## src/rtl/refund_dispenser.sv

```systemverilog
// ============================================================================
//  Module   : refund_dispenser
//  Function : Returns latched refund credit as a greedy train of quarter,
//             dime and nickel eject pulses, then reports completion.
//  Revision : 1.0  initial release
// ============================================================================
`default_nettype none

module refund_dispenser #(
    parameter int CREDIT_W   = 8,
    parameter int PULSE_TICS = 2,
    parameter int GAP_TICS   = 2
) (
    input  logic                clk,
    input  logic                reset,
    input  logic                refund_req,
    input  logic [CREDIT_W-1:0] credit,
    output logic                clear_credit,
    output logic                coin_q,
    output logic                coin_d,
    output logic                coin_n,
    output logic                busy,
    output logic                done,
    output logic                residue
);

    localparam int TIC_MAX = (PULSE_TICS > GAP_TICS) ? PULSE_TICS : GAP_TICS;
    localparam int TIC_W   = $clog2(TIC_MAX) + 1;

    localparam logic [TIC_W-1:0]    C_PULSE_LAST = TIC_W'(PULSE_TICS - 1);
    localparam logic [TIC_W-1:0]    C_GAP_LAST   = TIC_W'(GAP_TICS - 1);
    localparam logic [CREDIT_W-1:0] C_VAL_Q      = CREDIT_W'(25);
    localparam logic [CREDIT_W-1:0] C_VAL_D      = CREDIT_W'(10);
    localparam logic [CREDIT_W-1:0] C_VAL_N      = CREDIT_W'(5);

    typedef enum logic [1:0] {
        ST_IDLE  = 2'd0,
        ST_PULSE = 2'd1,
        ST_GAP   = 2'd2,
        ST_DONE  = 2'd3
    } state_t;

    typedef enum logic [1:0] {
        COIN_Q = 2'd0,
        COIN_D = 2'd1,
        COIN_N = 2'd2
    } coin_t;

    state_t              state_q,     state_d;
    coin_t               coin_sel_q,  coin_sel_d;
    logic [CREDIT_W-1:0] remaining_q, remaining_d;
    logic [TIC_W-1:0]    tic_q,       tic_d;
    logic                clear_q,     clear_d;

    // Only called with amt >= 5, so nickel is the safe fallback.
    function automatic coin_t pick_coin(input logic [CREDIT_W-1:0] amt);
        if (amt >= C_VAL_Q)      return COIN_Q;
        else if (amt >= C_VAL_D) return COIN_D;
        else                     return COIN_N;
    endfunction

    function automatic logic [CREDIT_W-1:0] coin_value(input coin_t sel);
        unique case (sel)
            COIN_Q:  return C_VAL_Q;
            COIN_D:  return C_VAL_D;
            default: return C_VAL_N;
        endcase
    endfunction

    always_ff @(posedge clk or negedge reset) begin
        if (!reset) begin
            state_q     <= ST_IDLE;
            coin_sel_q  <= COIN_Q;
            remaining_q <= '0;
            tic_q       <= '0;
            clear_q     <= 1'b0;
        end else begin
            state_q     <= state_d;
            coin_sel_q  <= coin_sel_d;
            remaining_q <= remaining_d;
            tic_q       <= tic_d;
            clear_q     <= clear_d;
        end
    end

    always_comb begin
        state_d     = state_q;
        coin_sel_d  = coin_sel_q;
        remaining_d = remaining_q;
        tic_d       = tic_q;
        clear_d     = 1'b0;

        unique case (state_q)
            ST_IDLE: begin
                // A zero-credit request is a no-op, which also absorbs the
                // second cycle of a two-cycle request once credit is cleared.
                if (refund_req && (credit != '0)) begin
                    remaining_d = credit;
                    clear_d     = 1'b1;
                    tic_d       = '0;
                    if (credit >= C_VAL_N) begin
                        coin_sel_d = pick_coin(credit);
                        state_d    = ST_PULSE;
                    end else begin
                        state_d    = ST_DONE;
                    end
                end
            end
            ST_PULSE: begin
                if (tic_q == C_PULSE_LAST) begin
                    remaining_d = remaining_q - coin_value(coin_sel_q);
                    tic_d       = '0;
                    state_d     = ST_GAP;
                end else begin
                    tic_d = tic_q + 1'b1;
                end
            end
            ST_GAP: begin
                if (tic_q == C_GAP_LAST) begin
                    tic_d = '0;
                    if (remaining_q >= C_VAL_N) begin
                        coin_sel_d = pick_coin(remaining_q);
                        state_d    = ST_PULSE;
                    end else begin
                        state_d    = ST_DONE;
                    end
                end else begin
                    tic_d = tic_q + 1'b1;
                end
            end
            default: begin
                state_d     = ST_IDLE;
                remaining_d = '0;
            end
        endcase
    end

    assign clear_credit = clear_q;
    assign coin_q       = (state_q == ST_PULSE) && (coin_sel_q == COIN_Q);
    assign coin_d       = (state_q == ST_PULSE) && (coin_sel_q == COIN_D);
    assign coin_n       = (state_q == ST_PULSE) && (coin_sel_q == COIN_N);
    assign busy         = (state_q != ST_IDLE);
    assign done         = (state_q == ST_DONE);
    assign residue      = (state_q == ST_DONE) && (remaining_q != '0);

endmodule

`default_nettype wire

```

## config.mk

```make
export PLATFORM = sky130hd
export DESIGN_NAME = refund_dispenser
export DESIGN_NICKNAME = d
export VERILOG_FILES = /design/src/rtl/refund_dispenser.sv
export SDC_FILE = /design/constraint.sdc
export NUM_CORES = 1
export LEC_CHECK = 0
export CORE_MARGIN = 1
export CORE_UTILIZATION = 38
export DETAILED_ROUTE_END_ITERATION = 6
export PLACE_DENSITY = 0.58
export SYNTH_ARGS = -nofsm -noshare
export SYNTH_HDL_FRONTEND = slang
export SYNTH_SLANG_ARGS = --single-unit
```

## constraint.sdc

```tcl
create_clock -name clk -period 4.46 [get_ports clk]
set_input_delay 0.669 -clock clk [delete_from_list [all_inputs] [get_ports clk]]
set_output_delay 0.669 -clock clk [all_outputs]
set_load 0.02 [all_outputs]
```

==> results_dict.tcl, run 1 <==
set metrics [dict create \
    die_y_um 58.6 \
    diodes 0 \
    grt_max_degree 18 \
    fin_worst_skew_ps 1.59 \
    end_kind "output pin" \
    netlist_area_mm2 0.00122 \
    grt_overflow 0 \
    slew_violations 0 \
    cp_data_arrival_time_ps 2210 \
    avgRoutedWirePerCell_um 15.3 \
    wl_mm 3.02 \
    syn_area_per_cell_um2 8.77 \
    total_power_w 0.00114 \
    finalSetupTns_ps 0 \
    outcome "finished clean" \
    fin_nets 175 \
    clk_pin_slew_worst_paths_ps 100 \
    worstMarginPinSlew_ps 782 \
    cts_max_level 1 \
    yosysWarnings 0 \
    grt_setup_unrepaired "no" \
    maxCapViolations 0 \
    yosysSeqAreaShare_pct 30.8 \
    final_common_cell "clkdlybuf4s50_1" \
    grtUsageTotal_pct 19.1 \
    row_count 20 \
    crit_fanout 17 \
    cts_resized 0 \
    netlist_instances 139 \
    clock.fmax_mhz 348 \
    use_met3_pct 2.20 \
    slew_headroom_pct 47.7 \
    area_growth_pct 17.9 \
    post_route_cells_drive_above_1_share_pct 7.19 \
    grt_pass1_vias 1033 \
    vias 1091 \
    post_cts_buffers 0 \
    irDropWorstVdd_v 0.000254 \
    grt_pass1_wl_mm 4.86 \
    ios 18 \
    cellLeakagePower_nw 0.618 \
    cts_tree "yes" \
    final_cell_mix "clkdlybuf4s50_1 (17), dfrtp_1 (15), nand2_1 (13)" \
    fin_crit_ps 2880 \
    grt_util_met2_pct 31.2 \
    yosysUniqueCellTypes 40 \
    clock_latency_ps 280 \
    ant_nets 0 \
    drtIter0Drc 42 \
    cts_root_buf "clkbuf_4" \
    fillers 316 \
    grt_busiest_layer "met2" \
    gp_congestion 0.829 \
    finalNonFillerCells 197 \
    io_buffers 17 \
    crit_required_ps 3790 \
    hpwl_mm 2.19 \
    clockBufferDepth 2 \
    finalCritPeriodShare_pct 64.5 \
    met1_usage_pct 26.2 \
    p_per_area_mw_per_mm2 790 \
    synth_fp_nets 160 \
    antenna_found_initial 0 \
    initial_utilization_pct 39.9 \
    dp_cells 193 \
    critPathKind "reg -> out" \
    die-area_mm2 0.00344 \
    start_kind "flop" \
    worstHoldPathType "reg -> reg" \
    die_w_um 58.6 \
    avgViaCountPerCell 5.54 \
    drc_errors 0 \
    ys_seq_elements 15 \
    holdBufCountCts 0 \
    cts_sinks 15 \
    finalHoldViolations 0 \
    drt_first_pass_iters 4 \
    core-area_mm2 0.00305 \
    final-setup-viol-count 0 \
    cts_made_buffers 3 \
]
-- logic make-up after synthesis --
kind of cell	synth area share [%]
buf+inv	5.85
flops	30.8
compound gates	25.6
xor+xnor	1.44
mux	5.03
fa+ha+maj	10.9
simple gates	20.4
-- critical path: stages (launching register included) --
cell             delay, ps
dfrtp_1                410
inv_1                  100
ha_1                   560
and3_1                 240
clkdlybuf4s50_1        600
-- area by class of cell --
type / instances / area [µm²] / area share, %
flip-flops and latches: 15 / 375 / 26.1
multi-input cells: 107 / 772 / 53.7
inverters: 10 / 37.5 / 2.61
clock buffers: 4 / 26.3 / 1.83
well taps: 44 / 55.1 / 3.83
repair buffers: 17 / 170 / 11.8
-- worst paths after layout --
check | from | endpoint | slack, ps | cells after the start
max in group asynchronous | reset | remaining_q[4] | 3150 | 1
max reg2reg | coin_sel_q[1] | remaining_q[4] | 2240 | 10
min reg2reg | tic_q[1] | tic_q[1] | 500 | 1
min | tic_q[1] | tic_q[1] | 500 | 1
min in group asynchronous | reset | remaining_q[1] | 830 | 1
max | state_q[1] | coin_q | 1580 | 4
-- synth_stat cells (all sizes together) --
cell type  number  area share (%)
nand2b          2             1.0
or3             4             2.5
nor3            2            0.82
a311oi          2             1.4
mux2i           5             4.1
a31oi           1            0.51
a22oi           1            0.62
and2            1            0.72
ha              9             9.2
nand3           6             2.5
a21boi          1            0.92
nand4           4             2.1
mux2            1            0.92
a221oi          3             2.7
nor3b           1            0.62
a21bo           1            0.82
o211ai          3             1.8
nand2          13             4.0
and3            3             1.5
fa              1             1.6
dfrtp          15              31
inv            10             3.1
nor2           12             3.7
nor2b           1            0.51
a32oi           2             1.4
a21o            2             1.2
o21ai          10             4.1
a21oi           5             2.1
nor4            1            0.51
o21a            3             1.8
buf             4             1.8
a2111oi         1             1.2
o41ai           2             3.6
clkbuf          3            0.92
xor2            2             1.4
o21bai          2             1.2
-- per-layer routing --
metal / wire length (µm) / share of wire [%]
met2: 1390 / 46
met5: 0 / 0
met4: 17 / 0.56
met3: 145 / 4.8
met1: 1470 / 49
-- power breakdown --
part	total, W	internal (W)	leakage (nW)	switching (W)
Sequential	0.000265	0.000199	0.190	0.0000661
Combinational	0.000787	0.000327	0.413	0.000460
Clock	0.0000832	0.0000347	0.0150	0.0000485
-- state kept, by name (all words and copies together), names as in the netlist --
signal,flops
clear_credit,1
coin_sel_q,2
remaining_q,8
state_q,2
tic_q,2
-- metrics by stage --
step	setup slack, ps	instance area [µm²]	hold WS, ps	util [%]
2_1_floorplan	2330	1220	373	-
3_3_place_gp	1800	1410	461	46.2
3_5_place_dp	1740	1410	487	46.2
4_1_cts	1570	1440	509	47.0
5_1_grt	1460	1440	517	47.0
6_report	1580	1440	502	47.0
(Power assumes the default switching activity.)
==> run 2, diff against run 1 <==
PLACE_DENSITY = 0.61   (was 0.58)
clock period = 2.5 ns   (was 4.46 ns; I/O delays follow)
==> results_dict.tcl, run 2 (same netlist as run 1, synthesis figures left out) <==
set metrics [dict create \
    outcome "finished clean" \
    initial_utilization_pct 39.9 \
    avgRoutedWirePerCell_um 14.5 \
    grtUsageTotal_pct 18.7 \
    timing.rr.start "coin_sel_q[1]" \
    largest_register "remaining_q" \
    die_y_um 58.6 \
    avgViaCountPerCell 5.47 \
    fin_worst_skew_ps 4.38 \
    finalCritPeriodShare_pct 92.0 \
    hpwl_mm 2.25 \
    post_route_cells_drive_above_1_share_pct 10.9 \
    end_kind "output pin" \
    slew_headroom_pct 51.2 \
    worstReg2RegEnd "remaining_q[4]" \
    holdBufCountCts 0 \
    cts_max_level 1 \
    r2r_slack_ps 220 \
    cts_made_buffers 3 \
    start_kind "flop" \
    final-setup-viol-count 0 \
    post_cts_buffers 0 \
    worstMarginPinSlew_ps 730 \
    cts_sinks 15 \
    maxCapViolations 0 \
    clock_latency_ps 300 \
    crit_chain "inv_1 -> ha_2 -> and3_1 -> clkdlybuf4s50_1" \
    gp_congestion 0.819 \
    grt_pass1_wl_mm 4.75 \
    largest_reg_flops 8 \
    die-area_mm2 0.00344 \
    row_count 20 \
    wl_mm 2.90 \
    diodes 0 \
    crit_slowest_cell "clkdlybuf4s50_1" \
    min_delay_path_depth 1 \
    vias 1093 \
    io_buffers 17 \
    p_per_area_mw_per_mm2 1390 \
    grt_max_degree 16 \
    die_w_um 58.6 \
    grt_setup_unrepaired "no" \
    cp_data_arrival_time_ps 1930 \
    clock.fmax_mhz 435 \
    ios 18 \
    area_growth_pct 20.4 \
    max_stage_delay_ps 590 \
    irDropWorstVdd_v 0.000500 \
    cp_num_buf_inv 2 \
    critPathKind "reg -> out" \
    drtIter0Drc 53 \
    fin_crit_ps 2300 \
    finalHoldViolations 0 \
    rr_worst_depth 10 \
    crit_required_ps 2120 \
    placed_cell_area_mm2 0.00143 \
    slew_violations 0 \
    cts_tree "yes" \
    cts_root_buf "clkbuf_4" \
    worstHoldPathType "reg -> reg" \
    core-area_mm2 0.00305 \
    crit_fanout 9 \
    antenna_found_initial 0 \
    drc_errors 0 \
    finalSetupTns_ps 0 \
    grt_pass1_vias 1056 \
    final_cell_mix "clkdlybuf4s50_1 (17), dfrtp_1 (15), nand2_1 (13)" \
    cellLeakagePower_nw 0.636 \
    hold-path-endpoint "tic_q[1]" \
    ant_nets 0 \
    clockBufferDepth 2 \
    min-delay-start "tic_q[1]" \
    final_common_cell "clkdlybuf4s50_1" \
    drt_first_pass_iters 4 \
    final_area_mm2 0.00147 \
    grt_overflow 0 \
    critPathTopFamily "buffers and inverters" \
    clk_pin_slew_worst_paths_ps 100 \
    fin_nets 178 \
]
## run 2: cell types whose count changed in the layout (fill, tap and decap cells not counted)
cell	change
nor3_2	+1
clkinv_2	+1
buf_4	+3
clkbuf_1	-1
ha_1	-1
ha_2	+1
nor3_1	-1
## run 2: what timing repair did
| item | CTS | global route |
|---|---|---|
| resized for setup | 0 | 2 |
| hold endpoints to repair | 0 | 0 |
| setup endpoints to repair | 0 | 4 |
## run 2: how the worst max path moves through the flow
stage | start | to | slack [ps] | cells past startpoint
6_report | state_q[1] | coin_q | 200 | 4
3_3_place_gp | credit[6] | remaining_q[0] | 250 | 7
3_5_place_dp | credit[6] | remaining_q[2] | 190 | 6
4_1_cts | state_q[1] | coin_q | 60 | 4
2_1_floorplan | coin_sel_q[1] | remaining_q[4] | 560 | 10
5_1_grt | coin_sel_q[1] | remaining_q[4] | 40 | 10
## run 2: layout make-up
cell class	count	area [µm²]
tap	44	55.1
fill	319	1590
sequential	15	375
multi-input combinational	107	779
clock buffer	3	22.5
clock inverter	1	5.00
inverter	10	37.5
timing repair buffer	20	193
## run 2: worst reg2reg max path, stage by stage, from the launching register on
cell and delay (ps):
dfrtp_1 410, inv_1 130, nand2_1 180, ha_1 200, inv_1 50, fa_1 400
a21oi_1 220, o21bai_1 110, xor2_1 150, a221oi_1 240, nor2_1 70
## run 2: metrics by stage
stage	setup slack [ps]	utilization (%)	instances	hold WS, ps	power, W
2_1_floorplan	563	-	139	79.4	0.00152
3_3_place_gp	245	46.9	196	463	0.00184
3_5_place_dp	186	46.9	196	466	0.00188
4_1_cts	56.9	47.8	200	491	0.00204
5_1_grt	35.1	48.1	200	511	0.00225
6_report	199	48.1	200	491	0.00204
## run 2: per-layer routing
metal  GRT usage [%]  vias to the layer above  share of wire (%)
li1                -                      542                  -
met4            6.12                        0                1.1
met5               0                        -                  0
met3            4.62                        5                4.1
met2            30.4                       28                 46
met1            24.5                      518                 49
## run 2: where the power goes
group	total (W)	switching (W)	internal [W]	leakage, nW
Combinational	0.00142	0.000809	0.000612	0.428
Sequential	0.000473	0.000118	0.000355	0.190
Clock	0.000151	0.0000913	0.0000598	0.0177
==> run 3, diff against run 2 <==
CAP_MARGIN = 10   (was unset)
CORE_UTILIZATION = 48   (was 38)
PLACE_DENSITY = 0.74   (was 0.61)
==> results_dict.tcl, run 3 (same netlist as run 1, synthesis figures left out) <==
set metrics [dict create \
    final_common_cell "clkdlybuf4s50_1" \
    grt_pass1_wl_mm 5.04 \
    avgViaCountPerCell 6.12 \
    maxCapViolations 0 \
    grt_setup_unrepaired "no" \
    clk_pin_slew_worst_paths_ps 100 \
    drc_errors 0 \
    crit_start "coin_sel_q[1]" \
    cts_max_level 1 \
    p_int_w 0.00104 \
    row_count 17 \
    crit_chain "inv_1 -> nand2_1 -> ha_1 -> inv_1 -> fa_1 -> a21oi_1 -> o21bai_1 -> xor2_1 -> a221oi_1 -> nor2_1" \
    swShare_pct 49.9 \
    core-area_mm2 0.00230 \
    clockPowerShare_pct 7.1 \
    gp_congestion 0.833 \
    ant_nets 0 \
    fin_nets 179 \
    cts_made_buffers 3 \
    area_growth_pct 19.1 \
    power_switching_w 0.00103 \
    die_w_um 52.4 \
    largest_register "remaining_q" \
    final_cell_mix "clkdlybuf4s50_1 (17), dfrtp_1 (15), nand2_1 (13)" \
    seq_power_share_pct 23.3 \
    crit_slowest_cell "dfrtp_1" \
    fin_worst_skew_ps 7.52 \
    drtIter0Drc 28 \
    p_comb_share_pct 69.6 \
    diodes 0 \
    grtUsageTotal_pct 25.6 \
    rr_worst_depth 10 \
    cts_root_buf "clkbuf_4" \
    final-setup-viol-count 0 \
    finalHoldViolations 0 \
    cp_num_cells 10 \
    cellLeakagePower_nw 0.639 \
    drt_first_pass_iters 4 \
    slew_violations 0 \
    die_y_um 52.4 \
    critPathTopFamily "adder cells" \
    slew_headroom_pct 52.4 \
    cpMostUsedCell "inv_1" \
    cp_num_buf_inv 2 \
    crit_required_ps 2680 \
    initial_utilization_pct 53.1 \
    cts_sinks 15 \
    avgRoutedWirePerCell_um 16.0 \
    post_cts_buffers 0 \
    fin_crit_ps 2270 \
    die-area_mm2 0.00274 \
    hpwl_mm 2.30 \
    end_kind "flop" \
    outcome "finished clean" \
    vias 1132 \
    start_kind "flop" \
    grt_max_degree 16 \
    p_per_area_mw_per_mm2 1420 \
    timing.rr.start "coin_sel_q[1]" \
    finalSetupTns_ps 0 \
    max_stage_delay_ps 410 \
    cp_data_arrival_time_ps 2450 \
    post_route_cells_drive_above_1_share_pct 10.2 \
    wl_mm 2.95 \
    worstHoldPathType "in -> async" \
    irDropWorstVdd_v 0.000784 \
    clockBufferDepth 2 \
    cts_tree "yes" \
    crit_fanout 6 \
    clock.fmax_mhz 441 \
    grt_overflow 0 \
    clock_latency_ps 290 \
    finalCritPeriodShare_pct 90.7 \
    io_buffers 17 \
    largest_reg_flops 8 \
    ios 18 \
    grt_pass1_vias 1100 \
    worstMarginPinSlew_ps 711 \
    critPathKind "reg -> reg" \
    finalCoreUtilization_pct 63.2 \
    antenna_found_initial 0 \
]
==> run 3: power groups by stage <==
stage               combinational [W]  clock [W]  sequential (W)
floorplan                     0.00107          0        0.000450
global placement              0.00137          0        0.000470
detailed placement            0.00142          0        0.000479
CTS                           0.00143   0.000148        0.000473
global route                  0.00161   0.000160        0.000494
finish                        0.00144   0.000146        0.000482
==> run 3: area by class of cell <==
type | instances | area [µm²]
clock buffer | 4 | 26.3
fill | 198 | 846
inverter | 10 | 37.5
multi-input combinational | 107 | 777
sequential | 15 | 375
tap | 28 | 35.0
timing repair buffer | 21 | 200
==> run 3: repair_timing <==
action | 4_1_cts | 5_1_grt
hold buffers | 0 | 0
setup endpoints to repair | 0 | 1
resized for setup | 0 | 1
==> run 3: worst register-to-register path, stage by stage (launching register included) <==
cell	delay, ps
dfrtp_1	410
inv_1	130
nand2_1	190
ha_1	200
inv_1	60
fa_1	400
a21oi_1	210
o21bai_1	100
xor2_1	150
a221oi_1	250
nor2_1	70
==> run 3: worst paths after layout <==
| path | to | slack (ps) |
|---|---|---|
| min reg2reg | tic_q[1] | 500 |
| max | remaining_q[4] | 230 |
| max in group asynchronous | tic_q[1] | 1540 |
| min | coin_sel_q[1] | 500 |
| min in group clk | tic_q[1] | 500 |
| max reg2reg | remaining_q[4] | 230 |
==> run 3: routing by layer <==
metal  vias to the layer above  track usage [%]  wire length [µm]
met5                         -                0                 0
met4                         0             6.58                14
met3                         2             6.38               209
met2                        52             43.0              1410
met1                       533             32.4              1320
li1                        545                -                 -
==> run 3: stage by stage <==
stage	worst slack [ps]	hold WS, ps	cell area (µm²)	total power (W)	std cells
2_1_floorplan	563	79.4	1220	0.00152	139
3_3_place_gp	241	464	1420	0.00184	181
3_5_place_dp	195	483	1420	0.00190	181
4_1_cts	101	503	1450	0.00205	185
5_1_grt	20.9	517	1450	0.00227	185
6_report	234	498	1450	0.00207	185
